==> src/rtl/vga_mem_arbiter.sv <==
// -----------------------------------------------------------------------------
// vga_mem_arbiter
//
// Single-port framebuffer RAM arbiter shared by the VGA pixel fetcher and the
// AXI-Lite slave FSM. AXI write/read strobes are captured into one pending
// slot each and are scheduled around real-time pixel fetches. A bounded-wait
// counter forces an AXI grant after MAX_WAIT denied cycles so a continuous
// pixel stream cannot starve the bus.
//
// Ports
//   clk, arst_n          clock (posedge) / asynchronous active-low reset
//   axil_write_en_i      one-cycle write strobe; addr/data sampled with it
//   axil_addr_write_i    write word address
//   axil_data_i          write data
//   axil_read_en_i       one-cycle read strobe; addr sampled with it
//   axil_addr_read_i     read word address
//   axil_rdata_o         registered read data, held until the next AXI read
//   axil_rvalid_o        one-cycle pulse, axil_rdata_o valid
//   axil_busy_o          any AXI request pending
//   axil_overflow_o      sticky: strobe arrived while same-kind request pending
//   pix_req_i/addr_i     pixel fetch request (level) and address
//   pix_gnt_o            combinational pixel grant for this cycle
//   pix_rdata_o          pass-through of mem_rdata_i
//   pix_rvalid_o         pixel data valid (cycle after pix_gnt_o)
//   mem_en_o/we_o        RAM enable / write enable (combinational)
//   mem_addr_o/wdata_o   RAM address / write data (combinational)
//   mem_rdata_i          RAM read data, one cycle after the read command
// -----------------------------------------------------------------------------
module vga_mem_arbiter #(
   parameter int ADDR_W   = 16,
   parameter int DATA_W   = 32,
   parameter int MAX_WAIT = 8     // legal range 1..255
) (
   input  logic              clk,
   input  logic              arst_n,

   input  logic              axil_write_en_i,
   input  logic [ADDR_W-1:0] axil_addr_write_i,
   input  logic [DATA_W-1:0] axil_data_i,
   input  logic              axil_read_en_i,
   input  logic [ADDR_W-1:0] axil_addr_read_i,
   output logic [DATA_W-1:0] axil_rdata_o,
   output logic              axil_rvalid_o,
   output logic              axil_busy_o,
   output logic              axil_overflow_o,

   input  logic              pix_req_i,
   input  logic [ADDR_W-1:0] pix_addr_i,
   output logic              pix_gnt_o,
   output logic [DATA_W-1:0] pix_rdata_o,
   output logic              pix_rvalid_o,

   output logic              mem_en_o,
   output logic              mem_we_o,
   output logic [ADDR_W-1:0] mem_addr_o,
   output logic [DATA_W-1:0] mem_wdata_o,
   input  logic [DATA_W-1:0] mem_rdata_i
);

   localparam logic [7:0] MAX_WAIT_C = 8'(MAX_WAIT);

   // Who drives the RAM port in the current cycle.
   typedef enum logic [1:0] {
      OwnIdle,
      OwnPix,
      OwnWr,
      OwnRd
   } owner_t;

   // Which requester the read issued last cycle belongs to.
   typedef enum logic [1:0] {
      StNone,
      StPix,
      StAxr
   } tag_t;

   // Pending AXI requests
   logic              r_wr_pend;
   logic [ADDR_W-1:0] r_wr_addr;
   logic [DATA_W-1:0] r_wr_data;
   logic              r_rd_pend;
   logic [ADDR_W-1:0] r_rd_addr;

   // Arbitration / return path state
   logic [7:0]        r_wait_cnt;
   tag_t              r_tag;
   logic [DATA_W-1:0] r_axil_rdata;
   logic              r_axil_rvalid;
   logic              r_overflow;

   owner_t            w_owner;
   logic              w_any_pend;
   logic              w_forced;
   logic              w_wr_drop;
   logic              w_rd_drop;

   assign w_any_pend = r_wr_pend | r_rd_pend;
   assign w_forced   = (r_wait_cnt == MAX_WAIT_C) && w_any_pend;

   // ---------------------------------------------------------------------------
   // Owner selection: forced AXI > pixel > pending write > pending read.
   // ---------------------------------------------------------------------------
   always_comb begin
      // NOTE: default assignment first so every path drives w_owner; a missing
      // branch would otherwise infer a latch.
      w_owner = OwnIdle;
      if (w_forced) begin
         w_owner = r_wr_pend ? OwnWr : OwnRd;
      end else if (pix_req_i) begin
         w_owner = OwnPix;
      end else if (r_wr_pend) begin
         w_owner = OwnWr;
      end else if (r_rd_pend) begin
         w_owner = OwnRd;
      end
   end

   // A strobe is dropped only if its slot stays occupied across this edge.
   // A slot granted this cycle frees up, so a same-cycle strobe is accepted.
   assign w_wr_drop = axil_write_en_i && r_wr_pend && (w_owner != OwnWr);
   assign w_rd_drop = axil_read_en_i  && r_rd_pend && (w_owner != OwnRd);

   // ---------------------------------------------------------------------------
   // RAM port and pixel-side outputs
   // ---------------------------------------------------------------------------
   always_comb begin
      mem_en_o    = 1'b0;
      mem_we_o    = 1'b0;
      mem_addr_o  = '0;
      mem_wdata_o = '0;
      unique case (w_owner)
         OwnPix: begin
            mem_en_o   = 1'b1;
            mem_addr_o = pix_addr_i;
         end
         OwnWr: begin
            mem_en_o    = 1'b1;
            mem_we_o    = 1'b1;
            mem_addr_o  = r_wr_addr;
            mem_wdata_o = r_wr_data;
         end
         OwnRd: begin
            mem_en_o   = 1'b1;
            mem_addr_o = r_rd_addr;
         end
         default: begin
            mem_en_o = 1'b0;
         end
      endcase
   end

   assign pix_gnt_o       = (w_owner == OwnPix);
   assign pix_rdata_o     = mem_rdata_i;
   assign pix_rvalid_o    = (r_tag == StPix);

   assign axil_rdata_o    = r_axil_rdata;
   assign axil_rvalid_o   = r_axil_rvalid;
   assign axil_busy_o     = w_any_pend;
   assign axil_overflow_o = r_overflow;

   // ---------------------------------------------------------------------------
   // Pending write slot
   // ---------------------------------------------------------------------------
   always_ff @(posedge clk or negedge arst_n) begin
      // NOTE: sequential state uses non-blocking assignments so every register
      // samples pre-edge values regardless of statement order.
      if (!arst_n) begin
         r_wr_pend <= 1'b0;
         r_wr_addr <= '0;
         r_wr_data <= '0;
      end else if (axil_write_en_i && !w_wr_drop) begin
         // Set wins over a same-edge clear from the grant.
         r_wr_pend <= 1'b1;
         r_wr_addr <= axil_addr_write_i;
         r_wr_data <= axil_data_i;
      end else if (w_owner == OwnWr) begin
         r_wr_pend <= 1'b0;
      end
   end

   // ---------------------------------------------------------------------------
   // Pending read slot
   // ---------------------------------------------------------------------------
   always_ff @(posedge clk or negedge arst_n) begin
      if (!arst_n) begin
         r_rd_pend <= 1'b0;
         r_rd_addr <= '0;
      end else if (axil_read_en_i && !w_rd_drop) begin
         r_rd_pend <= 1'b1;
         r_rd_addr <= axil_addr_read_i;
      end else if (w_owner == OwnRd) begin
         r_rd_pend <= 1'b0;
      end
   end

   // ---------------------------------------------------------------------------
   // Sticky overflow flag, cleared only by reset
   // ---------------------------------------------------------------------------
   always_ff @(posedge clk or negedge arst_n) begin
      if (!arst_n) begin
         r_overflow <= 1'b0;
      end else if (w_wr_drop || w_rd_drop) begin
         r_overflow <= 1'b1;
      end
   end

   // ---------------------------------------------------------------------------
   // Bounded-wait counter: counts cycles in which a pending AXI request lost
   // to the pixel fetcher. Any AXI grant restarts the count, so the second of
   // two pending requests waits a fresh MAX_WAIT window.
   // ---------------------------------------------------------------------------
   always_ff @(posedge clk or negedge arst_n) begin
      if (!arst_n) begin
         r_wait_cnt <= '0;
      end else if (!w_any_pend || w_owner == OwnWr || w_owner == OwnRd) begin
         r_wait_cnt <= '0;
      end else if (w_owner == OwnPix && r_wait_cnt != MAX_WAIT_C) begin
         r_wait_cnt <= r_wait_cnt + 8'd1;
      end
   end

   // ---------------------------------------------------------------------------
   // Read return routing. The tag remembers who issued last cycle's read so
   // mem_rdata_i can be steered to the right consumer when it arrives.
   // ---------------------------------------------------------------------------
   always_ff @(posedge clk or negedge arst_n) begin
      if (!arst_n) begin
         r_tag         <= StNone;
         r_axil_rdata  <= '0;
         r_axil_rvalid <= 1'b0;
      end else begin
         unique case (w_owner)
            OwnPix:  r_tag <= StPix;
            OwnRd:   r_tag <= StAxr;
            default: r_tag <= StNone;
         endcase

         r_axil_rvalid <= (r_tag == StAxr);
         if (r_tag == StAxr) begin
            r_axil_rdata <= mem_rdata_i;
         end
      end
   end

endmodule

==> config.mk <==
export PLATFORM = sky130hd
export DESIGN_NAME = vga_mem_arbiter
export DESIGN_NICKNAME = d
export VERILOG_FILES = /design/src/rtl/vga_mem_arbiter.sv
export SDC_FILE = /design/constraint.sdc
export NUM_CORES = 1
export LEC_CHECK = 0
export CORE_MARGIN = 2
export CORE_UTILIZATION = 46
export CTS_BUF_LIST = sky130_fd_sc_hd__clkbuf_4 sky130_fd_sc_hd__clkbuf_8 sky130_fd_sc_hd__clkbuf_16
export DETAILED_ROUTE_END_ITERATION = 10
export PLACE_DENSITY = 0.87
export RECOVER_POWER = 100
export SYNTH_ARGS = -nofsm -noshare
export SYNTH_HDL_FRONTEND = slang
export SYNTH_SLANG_ARGS = --single-unit
==> constraint.sdc <==
create_clock -name clk -period 3.4 [get_ports clk]
set_clock_uncertainty 0.05 [all_clocks]
set_input_delay 0.68 -clock clk [delete_from_list [all_inputs] [get_ports clk]]
set_output_delay 0.68 -clock clk [all_outputs]
set_load 0.01 [all_outputs]
Word-level counts from Yosys, hierarchy flattened --
Index checks and enable logic that the tools add are counted.
Storage, ports and cells: word-level logic and storage cells 55, bits in registers 110
Operators by class: add/sub/neg operators 1, equal/unequal tests 9, mux-type cells 16, bitwise gates (word level) 1, reduce and logical (&&, ||, !) cells 18
Operator list (count):
- case mux 16 bit (3 select lines) | 1
- 2-to-1 mux 32 bit | 1
- 2-to-1 mux 8 bit | 2
- adder 8 x 1 -> 8 bit (second input constant) | 1
- equality test 8 x 4 -> 1 bit (second input constant) | 1
- logical AND 1 bit | 8
- 2-to-1 mux 2 bit | 4
- inequality test 8 x 4 -> 1 bit (second input constant) | 1
- 2-to-1 mux 1 bit | 7
- equality test 2 bit (second input constant) | 3
- nonzero test 2 bit | 3
- equality test 2 x 1 -> 1 bit (second input constant) | 2
- inequality test 2 bit (second input constant) | 2
- case mux 2 bit (2 select lines) | 1
- logical NOT 1 bit | 3
- logical OR 1 bit | 3
- OR reduction 3 bit | 1
- bitwise OR 1 bit | 1

Logic depth before layout (Yosys ltp) --
Gate-level depths: netlist of run 1.
depth in word-level cells 9, mapped depth 7, depth with buffers taken out 5

Worst setup path before layout of run 1 --
Ideal clock, no wire load.
path kind register -> output, start point register r_wait_cnt[0], end point output mem_addr_o[0], path slack 0.873 ns, cell stages (with the launch flop) 8, buffers on the path 2, arrival time 1.797 ns, path through dfrtp_1 inv_1 ha_1 or4b_4 o21a_1 buf_2 buf_2 o2bb2ai_1
On the way: longest elaborated chain between the ends 5, elaborated cells between the ends (all ways) 7, classes of those cells eq/ne (4); mux (2); reduce/logical (1)
RTL lines:
- start: declaration | line 85 | logic [7:0] r_wait_cnt;
- start signal: assignment | line 218 | r_wait_cnt <= r_wait_cnt + 8'd1;
- equality test 8 x 4 -> 1 bit (*) | line 98 | assign w_forced = (r_wait_cnt == MAX_WAIT_C) && w_any_pend;
- logical AND 1 bit (*) | line 98
- 2-to-1 mux 2 bit (*) | line 107 | if (w_forced) begin
- equality test 2 bit or equality test 2 x 1 -> 1 bit (tied branches) | line 131 | unique case (w_owner)
- case mux 16 bit (3 select lines) (*) | line 131
- end: declaration | line 55 | output logic [ADDR_W-1:0] mem_addr_o,
Every way passes the cells marked *; elsewhere a longest branch is shown, timed or not.

Final worst setup path of run 1 --
start point register r_wait_cnt[0], end point output mem_addr_o[13]
Same word-level chain as after synthesis.

==> results.py, run 1 <==
metrics = {
    "run_status": {
        "status": "finished with violations",
        "violations": "capacitance limit, slew limit",
    },
    "floorplanning": {
        "rows": 39,
        "die_w_um": 111,
        "coreArea_mm2": 0.0113,
        "start_util_pct": 46.8,
        "fp.dieArea_mm2": 0.0124,
        "io-pin-count": 236,
        "fp.dieH_um": 111,
    },
    "final_layout": {
        "stdcell_count": 793,
        "fillerInstances": 841,
        "layout.nets": 765,
        "antenna_cells": 0,
        "drive_above_1_share_pct": 18.0,
        "layout_common_cells": "clkdlybuf4s50_1 (114), dfrtp_1 (110), mux2_2 (79)",
        "syn_to_final_growth_pct": 49.3,
        "final_common_cell": "clkdlybuf4s50_1",
        "final_cell_area_mm2": 0.00790,
        "fin_util_pct": 69.8,
    },
    "worst_setup_path": {
        "cp_common_cell": "buf_12",
        "cpMaxStageDelayCell": "or4b_4",
        "cp-start-kind": "register",
        "crit_buf_inv": 4,
        "worstPathRequired_ns": 2.67,
        "worst_setup_path_end_kind": "output pin",
        "arrival_ns": 2.59,
        "cp_top_family": "buffers and inverters",
        "critPathMaxStageDelay_ns": 0.51,
        "cp_cell_sequence": "inv_1 -> ha_2 -> or4b_4 -> buf_12 -> o31a_1 -> buf_12 -> o2bb2ai_1 -> dlygate4sd2_1",
        "path_max_fanout": 17,
        "critPathKind": "register to output pin",
    },
    "sta": {
        "hold_violations": 0,
        "holdWs_ns": 0.449,
        "final.min_clock_period_ns": 3.32,
        "fmax_ghz": 0.301,
        "final-max-slew-violation-count": 34,
        "setup_violations": 0,
        "tightest_slew_ns": 1.73,
        "relSlewSlack_pct": -15.4,
        "rsz0062_at_grt": "no",
        "finalCritPeriodShare_pct": 97.7,
    },
    "yosys": {
        "async_flop_share_pct": 100,
        "synthFlopType": "dfrtp_1",
        "synth-seq-area-share_pct": 52.0,
        "yosysTopAreaCell": "dfrtp_1",
        "synth.area.top_cells": "dfrtp_1 (52%), mux2_2 (17%), buf_4 (4.8%)",
        "netlist_instances": 447,
        "ys_seq_elements": 110,
        "synth_edf_count": 0,
        "synth_nets": 566,
        "synth.avg_cell_area_um2": 11.8,
        "syn_area_mm2": 0.00530,
        "synth_top_area_share_pct": 52.0,
        "yosysWarningCount": 0,
        "ys_types": 36,
    },
    "drt": {
        "ant_nets": 0,
        "drt_wl_total_mm": 15.0,
        "drt_first_pass_iters": 4,
        "wl_per_cell_um": 19.0,
        "vias": 4384,
        "viasPerCell": 5.53,
        "drt_iter0_markers": 257,
        "drc_errors": 0,
    },
    "global_routing": {
        "antenna_found_initial": 0,
        "grt.overflow.total": 0,
        "grt_pass1_vias": 4562,
        "grt_max_degree": 59,
        "track_usage_pct": 24.3,
        "grt_pass1_wl_mm": 24.2,
    },
    "power": {
        "switching_power_mw": 1.01,
        "leakagePower_nw": 3.39,
        "power.total_mw": 3.75,
        "powerDensity_mw_per_mm2": 474,
        "ir_drop_v": 0.000279,
        "seq_power_share_pct": 44.8,
        "p_clk_share_pct": 27.6,
        "p_int_mw": 2.74,
        "pwr-share-comb_pct": 27.6,
        "switching_share_pct": 26.9,
    },
    "placement": {
        "dp.cells": 771,
        "io_buffers": 235,
        "gp_congestion": 0.835,
        "post_dp_cell_area_mm2": 0.00757,
        "dp_hpwl_mm": 11.0,
    },
    "clock_tree": {
        "clk_pin_slew_worst_paths_ns": 0.07,
        "cts_tree": "yes",
        "clock_tree.buffer_depth": 2,
        "clock-root-buffer": "clkbuf_16",
        "cts_buffers": 9,
        "clk_latency_ns": 0.34,
        "cts_sinks": 110,
        "ctsHtreeMaxLevel": 3,
    },
    "job": {
        "maxCapViolCount": 1,
    },
    "min_path": {
        "hold_class": "register to register",
    },
}
==> cells in the mapped netlist (all sizes together), types with 2 or more instances <==
cell type and n:
inv 5, mux2 80, clkbuf 22, buf 47
o31a 2, ha 2, nand2 18, nor2b 3
nor2 5, nor4b 2, xor2 2, dfrtp 110
and3 33, o2bb2ai 17, nand3 6, a22oi 16
a21oi 5, and2 4, o21ai 21, or3 4
o211ai 33
==> sequential cells by signal, indices dropped and copies added, names as in the netlist <==
signal and flops:
r_wr_addr 16, r_rd_pend 1, axil_rvalid_o 1, r_wr_data 32
r_rd_addr 16, r_wr_pend 1, axil_overflow_o 1, axil_rdata_o 32
r_wait_cnt 8, r_tag 2
==> kinds of logic (layout without fill, tap and decap cells) <==
kind of cell	Yosys count	after routing	share of synthesized area, %
XOR/XNOR	3	3	0.496
flip-flops	110	110	52.0
adder cells (fa/ha/maj)	2	2	0.473
AO/OA/AOI/OAI	98	98	13.3
multiplexers	80	80	17.0
AND/OR/NAND/NOR	80	80	8.58
buffers and inverters	74	277	8.20
==> stage by stage <==
step | TNS [ns] | setup WS [ns]
global route | 0 | 0.00228
CTS | -0.0394 | -0.0220
floorplan | 0 | 0.873
detailed placement | 0 | 0.116
global placement | 0 | 0.175
finish | 0 | 0.0799
==> metal layers <==
layer | up-vias | track usage, % | routed length [um]
met5 | - | 0 | 0
met4 | 0 | 8.07 | 261
met3 | 22 | 4.32 | 859
met2 | 173 | 43.0 | 7870
met1 | 2189 | 30.2 | 6060
li1 | 2000 | - | -
==> worst register-to-register path, delay by kind of cell, from the launching register on <==
kind / cells / cell delay (ns)
compound gates: 1 / 0.10
fa+ha+maj: 1 / 0.17
buf+inv: 2 / 0.58
flops: 1 / 0.39
mux: 1 / 0.48
simple gates: 1 / 0.62
==> area by class of cell <==
type / count / area, um^2 / share of cell area (%)
clock buffers: 11 / 246 / 3.12
clock inverters: 4 / 47.5 / 0.602
inverters: 5 / 18.8 / 0.237
multi-input cells: 263 / 2120 / 26.9
flip-flops and latches: 110 / 2750 / 34.8
well taps: 143 / 179 / 2.26
repair buffers: 257 / 2530 / 32.1
==> final timing paths <==
path	startpoint	endpoint	slack (ns)	cells after the start
min in group asynchronous	arst_n	r_wr_addr[10]$_DFFE_PN0P_	0.62	1
setup reg to reg	r_wait_cnt[0]$_DFFE_PN0P_	r_wr_data[1]$_DFFE_PN0P_	0.89	6
max in group asynchronous	arst_n	r_wr_data[12]$_DFFE_PN0P_	0.74	2
setup / recovery	r_wait_cnt[0]$_DFFE_PN0P_	mem_addr_o[13]	0.08	8
hold reg to reg	r_wr_data[0]$_DFFE_PN0P_	r_wr_data[0]$_DFFE_PN0P_	0.45	1
hold / removal	r_wr_data[0]$_DFFE_PN0P_	r_wr_data[0]$_DFFE_PN0P_	0.45	1
==> power by group through the flow <==
stage | clock network [mW] | registers (mW) | logic (mW)
2_1_floorplan | 0 | 1.71 | 0.469
3_3_place_gp | 0 | 1.69 | 1.07
3_5_place_dp | 0 | 1.71 | 1.10
4_1_cts | 1.06 | 1.68 | 1.09
5_1_grt | 1.12 | 1.71 | 1.11
6_report | 1.03 | 1.68 | 1.03
==> repair_timing <==
action / CTS / global route
setup endpoints to repair: 50 / 15
hold buffers: 0 / 0
resized for setup: 41 / 25
pin swaps: 2 / 1
buffers inserted: 5 / 1
cloned: 1 / 0
(Power assumes the default switching activity.)
==> run 2, diff against run 1 <==
Settings changed: SKIP_CTS_REPAIR_TIMING set to 1.
==> results.py, run 2 (same netlist as run 1, synthesis figures left out) <==
metrics = {
    "clock_tree": {
        "clk_pin_slew_worst_paths_ns": 0.07,
        "ctsHtreeMaxLevel": 3,
        "cts_buffers": 9,
        "clk_latency_ns": 0.34,
        "cts_sinks": 110,
        "cts_tree": "yes",
        "clock-root-buffer": "clkbuf_16",
        "clock_tree.buffer_depth": 2,
    },
    "power": {
        "pwr-share-comb_pct": 27.7,
        "leakagePower_nw": 3.35,
        "switching_power_mw": 1.01,
        "ir_drop_v": 0.000278,
        "p_int_mw": 2.74,
        "switching_share_pct": 27.0,
        "p_clk_share_pct": 27.5,
        "power.total_mw": 3.75,
        "seq_power_share_pct": 44.8,
        "powerDensity_mw_per_mm2": 476,
    },
    "global_routing": {
        "grt_pass1_wl_mm": 23.9,
        "grt_pass1_vias": 4544,
        "grt.overflow.total": 0,
        "antenna_found_initial": 0,
        "grt_max_degree": 59,
        "track_usage_pct": 24.0,
    },
    "final_layout": {
        "final_common_cell": "clkdlybuf4s50_1",
        "layout.nets": 766,
        "syn_to_final_growth_pct": 49.1,
        "stdcell_count": 794,
        "antenna_cells": 0,
        "drive_above_1_share_pct": 18.4,
        "fin_util_pct": 69.7,
        "layout_common_cells": "clkdlybuf4s50_1 (116), dfrtp_1 (110), mux2_2 (79)",
    },
    "drt": {
        "drc_errors": 0,
        "vias": 4402,
        "drt_first_pass_iters": 5,
        "viasPerCell": 5.54,
        "wl_per_cell_um": 19.3,
        "drt_iter0_markers": 293,
        "drt_wl_total_mm": 15.3,
        "ant_nets": 0,
    },
    "floorplanning": {
        "rows": 39,
        "die_w_um": 111,
        "coreArea_mm2": 0.0113,
        "fp.dieH_um": 111,
        "fp.dieArea_mm2": 0.0124,
        "io-pin-count": 236,
        "start_util_pct": 46.8,
    },
    "placement": {
        "gp_congestion": 0.835,
        "dp.cells": 771,
        "io_buffers": 235,
        "dp_hpwl_mm": 11.0,
        "pre_cts_ws_ns": 0.116,
    },
    "min_path": {
        "hold_start": "axil_overflow_o$_DFFE_PN0P_",
        "hold_class": "register to register",
        "min_path_cells": 2,
    },
    "sta": {
        "tightest_slew_ns": 1.75,
        "fin_ws_ns": 0.113,
        "setup_violations": 0,
        "fmax_ghz": 0.304,
        "final-max-slew-violation-count": 34,
        "final.min_clock_period_ns": 3.29,
        "finalCritPeriodShare_pct": 96.7,
        "hold_violations": 0,
        "relSlewSlack_pct": -16.5,
    },
    "worst_setup_path": {
        "critPathKind": "register to output pin",
        "cp-start-kind": "register",
        "path_max_fanout": 17,
        "worst_setup_path_end_kind": "output pin",
        "arrival_ns": 2.56,
        "r2r_cells": 6,
        "cp-startpoint": "r_wait_cnt[1]$_DFFE_PN0P_",
        "worstPathRequired_ns": 2.67,
        "r2r_start": "r_wait_cnt[1]$_DFFE_PN0P_",
    },
    "run_status": {
        "status": "finished with violations",
        "violations": "capacitance limit, slew limit",
    },
    "job": {
        "maxCapViolCount": 1,
    },
}
-- run 2: per-layer routing --
metal	global-route usage (%)	up-vias	wire length [um]
li1	-	1997	-
met1	30.0	2165	6060
met2	42.1	210	7970
met3	4.26	30	948
met4	8.15	0	316
met5	0	-	0
-- run 2: area by class of cell --
class | instances | area [um^2]
flip-flops and latches | 110 | 2750
fillers | 844 | 3430
clock inverters | 4 | 47.5
repair buffers | 258 | 2520
well taps | 143 | 179
inverters | 5 | 18.8
multi-input cells | 263 | 2120
clock buffers | 11 | 246
-- run 2: final timing paths --
kind	end	slack [ns]
worst max-delay path	mem_addr_o[2]	0.11
worst min register to register	axil_overflow_o$_DFFE_PN0P_	0.44
max in group asynchronous	r_wr_data[12]$_DFFE_PN0P_	0.74
worst max register to register	r_wr_data[1]$_DFFE_PN0P_	0.91
worst min-delay path	axil_overflow_o$_DFFE_PN0P_	0.44
min in group asynchronous	r_wr_addr[10]$_DFFE_PN0P_	0.62
-- run 2: power groups by stage --
stage	clock network, mW	logic (mW)	registers (mW)
floorplan	0	0.469	1.71
global placement	0	1.07	1.69
detailed placement	0	1.10	1.71
CTS	1.06	1.11	1.68
global route	1.12	1.12	1.71
finish	1.03	1.04	1.68
-- run 2: worst max-delay path: stages, from the launching register on --
cell and delay [ns]:
dfrtp_1 0.40, inv_1 0.06, ha_1 0.15, or4b_4 0.53, buf_8 0.19, o31a_1 0.29, buf_2 0.23, o2bb2ai_1 0.18
dlymetal6s2s_1 0.19
-- run 2: metrics by stage --
step	area, um^2	hold slack (ns)	setup TNS, ns
detailed placement	7570	0.419	0
floorplan	5300	0.334	0
global placement	7570	0.421	0
CTS	7870	0.377	-9.39
finish	7890	0.445	0
global route	7890	0.461	-0.00844
